## config.mk

```make
export PLATFORM = sky130hd
export DESIGN_NAME = axi_master_bridge
export DESIGN_NICKNAME = d
export VERILOG_FILES = /design/src/rtl/axi_mst_pkg.sv /design/src/rtl/axi_mst_beat_cnt.sv /design/src/rtl/axi_master_bridge.sv
export SDC_FILE = /design/constraint.sdc
export NUM_CORES = 1
export LEC_CHECK = 0
export ABC_CLOCK_PERIOD_IN_PS = 2000
export CORE_AREA = 2 2 120 122
export DETAILED_ROUTE_END_ITERATION = 16
export DIE_AREA = 0 0 122 124
export PLACE_DENSITY = 0.75
export SLEW_MARGIN = 20
export SYNTH_ARGS = -nofsm -noshare
export SYNTH_HDL_FRONTEND = slang
export SYNTH_SLANG_ARGS = --single-unit
```

## constraint.sdc

```tcl
create_clock -name ACLK -period 2 [get_ports ACLK]
set_input_delay 0.4 -clock ACLK [delete_from_list [all_inputs] [get_ports ACLK]]
set_output_delay 0.4 -clock ACLK [all_outputs]
set_load 0.1 [all_outputs]
```

## src/rtl/axi_mst_pkg.sv

```systemverilog
// Shared types and constants for the AXI master bridge and its beat counter.
package axi_mst_pkg;

    typedef enum logic [2:0] {
        ST_IDLE,
        ST_RADDR,
        ST_RDATA,
        ST_WADDR,
        ST_WDATA,
        ST_WRESP,
        ST_DONE
    } mst_state_e;

    typedef struct packed {
        logic [31:0] addr;
        logic [3:0]  len;
        logic        write;
    } mst_req_t;

    localparam logic [2:0] SIZE_WORD  = 3'b010;
    localparam logic [1:0] BURST_INCR = 2'b01;
    localparam logic [1:0] RESP_OKAY  = 2'b00;

endpackage

```

## src/rtl/axi_mst_beat_cnt.sv

```systemverilog
// 4-bit burst beat counter; last flags the beat whose index equals len.
module axi_mst_beat_cnt (
    input  logic       clk,
    input  logic       rst_n,
    input  logic       clr,
    input  logic       inc,
    input  logic [3:0] len,
    output logic       last
);

    logic [3:0] cnt_q, cnt_d;

    assign last = (cnt_q == len);

    // Holding at len on the final beat keeps a len=15 burst from wrapping.
    always_comb begin
        cnt_d = cnt_q;
        if (clr) begin
            cnt_d = '0;
        end else if (inc && !last) begin
            cnt_d = cnt_q + 4'd1;
        end
    end

    always_ff @(posedge clk or negedge rst_n) begin
        if (!rst_n) begin
            cnt_q <= '0;
        end else begin
            cnt_q <= cnt_d;
        end
    end

endmodule

```

## src/rtl/axi_master_bridge.sv

```systemverilog
// Core-port to AXI4 initiator bridge, one INCR transaction at a time.
// Define AXI_MST_PERF_EN to add the perf_rd_cnt/perf_wr_cnt/perf_stall_cnt outputs.
module axi_master_bridge
    import axi_mst_pkg::*;
#(
    parameter int              ID_W   = 4,
    parameter logic [ID_W-1:0] MST_ID = '0
) (
    input  logic            ACLK,
    input  logic            ARESETn,
    input  logic            req_valid,
    output logic            req_ready,
    input  logic            req_write,
    input  logic [31:0]     req_addr,
    input  logic [3:0]      req_len,
    input  logic            wd_valid,
    input  logic [31:0]     wd_data,
    input  logic [3:0]      wd_strb,
    output logic            wd_ready,
    output logic            rd_valid,
    output logic [31:0]     rd_data,
    output logic            rd_last,
    output logic            done,
    output logic            err,
    output logic [ID_W-1:0] ARID,
    output logic [31:0]     ARADDR,
    output logic [7:0]      ARLEN,
    output logic [2:0]      ARSIZE,
    output logic [1:0]      ARBURST,
    output logic            ARVALID,
    input  logic            ARREADY,
    input  logic [ID_W-1:0] RID,
    input  logic [31:0]     RDATA,
    input  logic [1:0]      RRESP,
    input  logic            RLAST,
    input  logic            RVALID,
    output logic            RREADY,
    output logic [ID_W-1:0] AWID,
    output logic [31:0]     AWADDR,
    output logic [7:0]      AWLEN,
    output logic [2:0]      AWSIZE,
    output logic [1:0]      AWBURST,
    output logic            AWVALID,
    input  logic            AWREADY,
    output logic [31:0]     WDATA,
    output logic [3:0]      WSTRB,
    output logic            WLAST,
    output logic            WVALID,
    input  logic            WREADY,
    input  logic [ID_W-1:0] BID,
    input  logic [1:0]      BRESP,
    input  logic            BVALID,
    output logic            BREADY
`ifdef AXI_MST_PERF_EN
    ,
    output logic [31:0]     perf_rd_cnt,
    output logic [31:0]     perf_wr_cnt,
    output logic [31:0]     perf_stall_cnt
`endif
);

    mst_state_e state_q, state_d;
    mst_req_t   req_q, req_d;
    logic       err_q, err_d;
    logic       out_en_q, out_en_d;
    logic       cnt_clr, cnt_inc, beat_last;

    logic unused_ids;
    assign unused_ids = ^{RID, BID};

    axi_mst_beat_cnt u_beat_cnt (
        .clk   (ACLK),
        .rst_n (ARESETn),
        .clr   (cnt_clr),
        .inc   (cnt_inc),
        .len   (req_q.len),
        .last  (beat_last)
    );

    // out_en_q keeps req_ready low while reset is held, so every output is 0 then.
    always_comb begin
        state_d   = state_q;
        req_d     = req_q;
        err_d     = err_q;
        out_en_d  = 1'b1;
        cnt_clr   = 1'b0;
        cnt_inc   = 1'b0;
        req_ready = 1'b0;
        wd_ready  = 1'b0;
        rd_valid  = 1'b0;
        rd_data   = '0;
        rd_last   = 1'b0;
        done      = 1'b0;
        err       = 1'b0;
        ARID      = '0;
        ARADDR    = '0;
        ARLEN     = '0;
        ARSIZE    = '0;
        ARBURST   = '0;
        ARVALID   = 1'b0;
        RREADY    = 1'b0;
        AWID      = '0;
        AWADDR    = '0;
        AWLEN     = '0;
        AWSIZE    = '0;
        AWBURST   = '0;
        AWVALID   = 1'b0;
        WDATA     = '0;
        WSTRB     = '0;
        WLAST     = 1'b0;
        WVALID    = 1'b0;
        BREADY    = 1'b0;

        case (state_q)
            ST_IDLE: begin
                req_ready = out_en_q;
                if (req_valid && out_en_q) begin
                    req_d   = '{addr: req_addr, len: req_len, write: req_write};
                    state_d = req_write ? ST_WADDR : ST_RADDR;
                end
            end
            ST_RADDR: begin
                ARVALID = 1'b1;
                ARADDR  = req_q.addr;
                ARLEN   = {4'd0, req_q.len};
                ARSIZE  = SIZE_WORD;
                ARBURST = BURST_INCR;
                ARID    = MST_ID;
                if (ARREADY) state_d = ST_RDATA;
            end
            ST_RDATA: begin
                RREADY   = 1'b1;
                rd_valid = RVALID;
                rd_data  = RDATA;
                rd_last  = RLAST;
                if (RVALID) begin
                    cnt_inc = 1'b1;
                    if ((RRESP != RESP_OKAY) || (RLAST != beat_last)) err_d = 1'b1;
                    if (beat_last) state_d = ST_DONE;
                end
            end
            ST_WADDR: begin
                AWVALID = 1'b1;
                AWADDR  = req_q.addr;
                AWLEN   = {4'd0, req_q.len};
                AWSIZE  = SIZE_WORD;
                AWBURST = BURST_INCR;
                AWID    = MST_ID;
                if (AWREADY) state_d = ST_WDATA;
            end
            ST_WDATA: begin
                WVALID   = wd_valid;
                WDATA    = wd_data;
                WSTRB    = wd_strb;
                WLAST    = beat_last;
                wd_ready = WREADY;
                if (wd_valid && WREADY) begin
                    cnt_inc = 1'b1;
                    if (beat_last) state_d = ST_WRESP;
                end
            end
            ST_WRESP: begin
                BREADY = 1'b1;
                if (BVALID) begin
                    if (BRESP != RESP_OKAY) err_d = 1'b1;
                    state_d = ST_DONE;
                end
            end
            ST_DONE: begin
                done    = 1'b1;
                err     = err_q;
                err_d   = 1'b0;
                cnt_clr = 1'b1;
                state_d = ST_IDLE;
            end
            default: state_d = ST_IDLE;
        endcase
    end

    always_ff @(posedge ACLK or negedge ARESETn) begin
        if (!ARESETn) begin
            state_q  <= ST_IDLE;
            req_q    <= '0;
            err_q    <= 1'b0;
            out_en_q <= 1'b0;
        end else begin
            state_q  <= state_d;
            req_q    <= req_d;
            err_q    <= err_d;
            out_en_q <= out_en_d;
        end
    end

`ifdef AXI_MST_PERF_EN
    logic [31:0] perf_rd_q, perf_rd_d;
    logic [31:0] perf_wr_q, perf_wr_d;
    logic [31:0] perf_stall_q, perf_stall_d;
    logic        stall;

    always_comb begin
        perf_rd_d    = perf_rd_q;
        perf_wr_d    = perf_wr_q;
        perf_stall_d = perf_stall_q;
        stall = (ARVALID && !ARREADY) || (AWVALID && !AWREADY) || (WVALID && !WREADY) ||
                (RREADY && !RVALID) || (BREADY && !BVALID);
        if (state_q == ST_DONE) begin
            if (!req_q.write && (perf_rd_q != '1)) perf_rd_d = perf_rd_q + 32'd1;
            if (req_q.write && (perf_wr_q != '1))  perf_wr_d = perf_wr_q + 32'd1;
        end
        if (stall && (perf_stall_q != '1)) perf_stall_d = perf_stall_q + 32'd1;
    end

    always_ff @(posedge ACLK or negedge ARESETn) begin
        if (!ARESETn) begin
            perf_rd_q    <= '0;
            perf_wr_q    <= '0;
            perf_stall_q <= '0;
        end else begin
            perf_rd_q    <= perf_rd_d;
            perf_wr_q    <= perf_wr_d;
            perf_stall_q <= perf_stall_d;
        end
    end

    assign perf_rd_cnt    = perf_rd_q;
    assign perf_wr_cnt    = perf_wr_q;
    assign perf_stall_cnt = perf_stall_q;
`endif

endmodule
```

### Word level (Yosys, flattened, before mapping)

Cells that the tools add are included.

* bits in registers: 45
* output and inout port bits: 178

* add/subtract/negate cells: 1
* eq/ne operators: 18
* muxes and demuxes: 43
* reduce and logical (&&, ||, !) cells: 13

Operators by type and width (count)
* two-way mux 32 bit: 4
* two-way mux 3 bit: 8
* two-way mux 1 bit: 20
* two-way mux 4 bit: 5
* inequality test 2 bit (second input constant): 10
* one-hot mux 3 bit (6 select lines): 1
* == test 3 bit (second input constant): 3
* AND reduction 8 bit: 1
* == test 3 x 2 -> 1 bit (second input constant): 2
* two-way mux 2 bit: 3
* nonzero test 2 bit: 3
* AND reduction 5 bit: 1
* adder 4 x 1 -> 4 bit (second input constant): 1
* == test 4 bit: 1
* == test 3 x 1 -> 1 bit (second input constant): 1
* logical AND 1 bit: 3
* logical NOT 3 bit: 1
* one-hot mux 1 bit (3 select lines): 1
* nonzero test 3 bit: 1
* one-hot mux 1 bit (2 select lines): 1
* AND reduction 2 bit: 1
* logical NOT 1 bit: 1
* logical OR 1 bit: 1
* inequality test 1 bit: 1

### Longest topological paths before layout

* word-level depth: 6
* depth in mapped cells: 6
* depth with buffers taken out: 4

### Hierarchy

From an unflattened synthesis, not the netlist that was laid out.

* cell total of the unflattened synthesis: 330
* area, all modules: 3279.4 um^2

By module, submodules not included
* axi_master_bridge: times used 1, cells each 307, area an instance 3015.4 um^2
* axi_mst_beat_cnt: times used 1, cells each 23, area an instance 264.0 um^2

### Worst setup path before layout

No wires, ideal clock.

* kind: register -> output
* from: reg u_beat_cnt.cnt_q[0]
* to: out WLAST
* arrival: 2801 ps
* setup slack: -1201 ps
* cell stages (with the launch flop): 4
* buffers on the path: 0
* cell sequence: dfrtp_1 xnor2_1 nand4_1 nor3_1

* cells in the longest elaborated chain, start to end: 2

Ends and longest elaborated chain
* start: declaration: RTL line axi_mst_beat_cnt.sv:11 `logic [3:0] cnt_q, cnt_d;`
* start signal: assignment: RTL line axi_mst_beat_cnt.sv:29 `cnt_q <= cnt_d;`
* == test 4 bit: RTL line axi_mst_beat_cnt.sv:13 `assign last = (cnt_q == len);`
* two-way mux 1 bit: RTL line axi_master_bridge.sv:114 `case (state_q)`
* end: declaration: RTL line axi_master_bridge.sv:47 `output logic WLAST,`

Every way passes these cells.

### Worst setup path after layout

* from: reg state_q[0]
* to: out WDATA[10]

* cells in the longest elaborated chain, start to end: 2

Ends and longest elaborated chain
* start: declaration: RTL line axi_master_bridge.sv:62 `mst_state_e state_q, state_d;`
* start signal: assignment: RTL line axi_master_bridge.sv:187 `state_q <= state_d;`
* == test 3 bit: RTL line axi_master_bridge.sv:114
* two-way mux 32 bit: RTL line axi_master_bridge.sv:114
* end: declaration: RTL line axi_master_bridge.sv:45 `output logic [31:0] WDATA,`

Every way passes these cells.

==> qor_table.md <==
| Result | Reported |
|---|---|
| Total of warnings raised by yosys | 0 |
| Synth cell types | 42 |
| Final Power | 16.6 mW |
| Fraction of final layout cells with drive strength greater than 1 | 67.5% |
| Area of the die | 0.0151 mm2 |
| Setup CP Type | reg2out |
| Ranking of synthesized cells by area | dfrtp_1 (34%), and2_1 (20%), mux2_4 (14%) |
| Flops & latches, synth | 45 |
| Number of nets in the layout | 792 |
| Via-to-Cell Ratio | 4.55 |
| WP data arrival | 1.73 ns |
| R2R Path End | state_q[0]$_DFFE_PN0P_ |
| Antenna violations before repair | 0 |
| Place WS | 0.000275 ns |
| Insertion delay to the later sink of the worst-skew pair | 0.28 ns |
| Fin. Hold Viols | 0 |
| Count of flip-flops with a built-in enable after synthesis | 0 |
| Multi-input logic area | 0.00246 mm2 |
| Post-synthesis instance total | 342 |
| Startpoint kind of the worst setup timing path | flop |
| Half-perimeter wire length of the detailed placement result | 11.9 mm |
| Count of TritonRoute iterations in the first routing pass | 4 |
| Highest clock frequency the design can meet | 471 MHz |
| Critical path's slowest cell | dfrtp_1 |
| Wire length of the first global-routing pass | 23.7 mm |
| Synthesis-to-layout area growth | 182% |
| Number of port buffers | 274 |
| Final Worst Setup Slack | -0.125 ns |
| Critical path's largest stage delay | 0.43 ns |
| Antenna diode count | 0 |
| Failing checks | setup timing |
| Final Setup Violations | 133 |
| Via count of the routed design | 3845 |
| Final slew viol count | 0 |
| Maximum number of pins on one net before global-route repair | 27 |
| FF+latch area | 0.00114 mm2 |
| Share of the synthesized area in the top cell type | 34.1% |
| Area of the core | 0.0137 mm2 |
| Post-synth ARST share | 100% |
| Setup crit end kind | primary output |
| Number of clock sinks | 45 |
| Number of hold buffers added after CTS | 0 |
| Cell area power density | 1790 mW/mm2 |
| Required time at the worst-slack endpoint | 1.60 ns |
| Vertical extent of the die | 124 um |
| # Max-Cap Violations | 0 |
| Clock buffers created by TritonCTS | 5 |
| CP bufs+invs | 2 |
| Final Skew | 0.00623 ns |
| Grt total ovfl | 0 |
| Sequential fraction of the synthesis area | 34.1% |
| Setup TNS after final layout | -9.82 ns |
| Post-synthesis area per instance | 9.66 um2 |
| I/O pins | 305 |
| Effective utilization at floorplan | 24.1% |
| Final wirelength | 17.2 mm |
| # fillers | 932 |
| Top delay family on crit path | simple AND/OR/NAND/NOR gates |
| Clock Pin Slew Worst Setup and Hold Paths | 0.07 ns |
| Biggest area consumer among synthesized cells | dfrtp_1 |
| Initial DRC Count | 158 |
| Avg WL per Cell | 20.3 um |
| Worst R2R Setup Slack | 0.01 ns |
| Critical register-to-register path startpoint | state_q[0]$_DFFE_PN0P_ |
| Reg2Reg Depth | 7 |
| H-tree Lvls | 2 |
| Outcome | complete, but fails checks |
| CP cell instances | nand2b_4 -> nor2_4 -> bufbuf_16 -> and2_2 -> buf_12 |
| Die width | 122 um |
| Static Leakage | 4.08 nW |
| Class of the most critical hold timing path | in2async |
| Number of global-route vias before repair | 4035 |
| Worst vdd ir | 0.928 mV |
| Post-detailed-route count of antenna-violating nets | 0 |
| Clock period minus worst slack | 2.13 ns |
| Mapped Area | 0.00330 mm2 |
| Number of buffers on the longest clock path | 2 |
| Drc violations | 0 |
| Root Buffer Master | clkbuf_16 |
| Overall track demand over capacity in global routing | 20.5% |
| RePlAce Congestion | 0.953 |
| Fin crit share | 106% |
| Top_reg_cell synth | dfrtp_1 |
| CTS tree | done |
| Cell Rows | 43 |
| Unrepaired setup endpoints after global routing | true |
| Worst-path maximum fanout | 5 |
-- how the worst max path moves through the flow --
stage                           start  cells past startpoint                     end  slack (ns)
2_1_floorplan  state_q[1]$_DFFE_PN0P_                      5    req_q[1]$_DFFE_PN0P_       -0.52
5_1_grt        state_q[2]$_DFFE_PN0P_                      6              rd_data[1]       -0.17
3_5_place_dp                   RVALID                      5  state_q[0]$_DFFE_PN0P_      0.0003
6_report       state_q[0]$_DFFE_PN0P_                      5               WDATA[10]       -0.13
4_1_cts        state_q[0]$_DFFE_PN0P_                      5                WDATA[2]       -0.07
3_3_place_gp                   RVALID                      5  state_q[0]$_DFFE_PN0P_       -0.01
-- per-stage QoR --
stage / hold slack [ns] / std cells / instance area [um2] / util, %
final: 0.0675 / 845 / 9320 / 67.9
after global routing: 0.0989 / 845 / 9320 / 67.9
after CTS: 0.0780 / 823 / 8870 / 64.7
after detailed placement: 0.386 / 790 / 8240 / 60.1
after global placement: 0.389 / 790 / 8240 / 60.1
after floorplan: 0.104 / 363 / 3810 / -
-- final cells by class --
| class | instances | area share (%) |
|---|---|---|
| multi-input combinational | 261 | 26.4 |
| clock inverter | 3 | 0.497 |
| timing repair buffer | 345 | 56.8 |
| tap | 180 | 2.42 |
| inverter | 6 | 0.282 |
| clock buffer | 5 | 1.34 |
| sequential | 45 | 12.2 |
-- cells in the final DEF (no fill, tap or decap), types with 6 or more instances in the layout --
cell | synthesis | final
buf_6 | 3 | 15
mux2_4 | 30 | 31
dfrtp_2 | 0 | 9
dfrtp_1 | 45 | 36
buf_12 | 0 | 167
buf_4 | 26 | 29
and3_4 | 0 | 36
and2_2 | 0 | 8
clkbuf_16 | 0 | 13
clkdlybuf4s50_1 | 0 | 117
and2_4 | 0 | 99
mux2_2 | 7 | 6
nand2_1 | 8 | 7
conb_1 | 2 | 23
-- report_power, final --
part	switching [mW]	total (mW)	internal (mW)
Combinational	7.96	13.8	5.88
Clock	0.370	0.962	0.592
Sequential	0.468	1.84	1.37
-- flip-flops by register name, indices dropped and copies added (netlist names) --
signal,count
req_q,36
u_beat_cnt.cnt_q,4
state_q,3
err_q,1
out_en_q,1
-- synth_stat cells (3+ instances only) --
| master | n |
|---|---|
| clkbuf_1 | 16 |
| buf_4 | 26 |
| a21oi_1 | 4 |
| nand2b_1 | 3 |
| buf_2 | 5 |
| dfrtp_1 | 45 |
| xnor2_1 | 4 |
| buf_6 | 3 |
| nand2_1 | 8 |
| and3_1 | 38 |
| nor2_1 | 5 |
| mux2_2 | 7 |
| inv_1 | 6 |
| mux2_4 | 30 |
| and2_1 | 108 |
-- metal layers --
layer	track usage (%)	wire length (um)	part of all wire, %
met1	24.0	6510	38
met5	0	0	0
met3	5.77	1400	8.2
met2	37.4	9030	53
met4	4.17	223	1.3
-- cell families (layout without fill, tap and decap cells) --
kind of cell,count (synthesis),in the layout,synth area share (%)
and+or+nand+nor,173,173,32.6
DFF,45,45,34.1
xor gates and xnor gates,5,5,1.33
other,2,23,0.227
AOI/OAI and AO/OA,20,20,4.51
adders and majority gates,1,1,0.379
buffers and inverters,57,359,10.3
muxes,39,39,16.6
-- repair_timing --
item                       4_1_cts  5_1_grt
hold endpoints to repair         0        0
pin swaps                       30       35
resized for setup               48       52
setup buffers                   19       14
gates cloned                     6       10
setup endpoints to repair      155      155
Note: power is estimated with default switching activity, not from simulation.
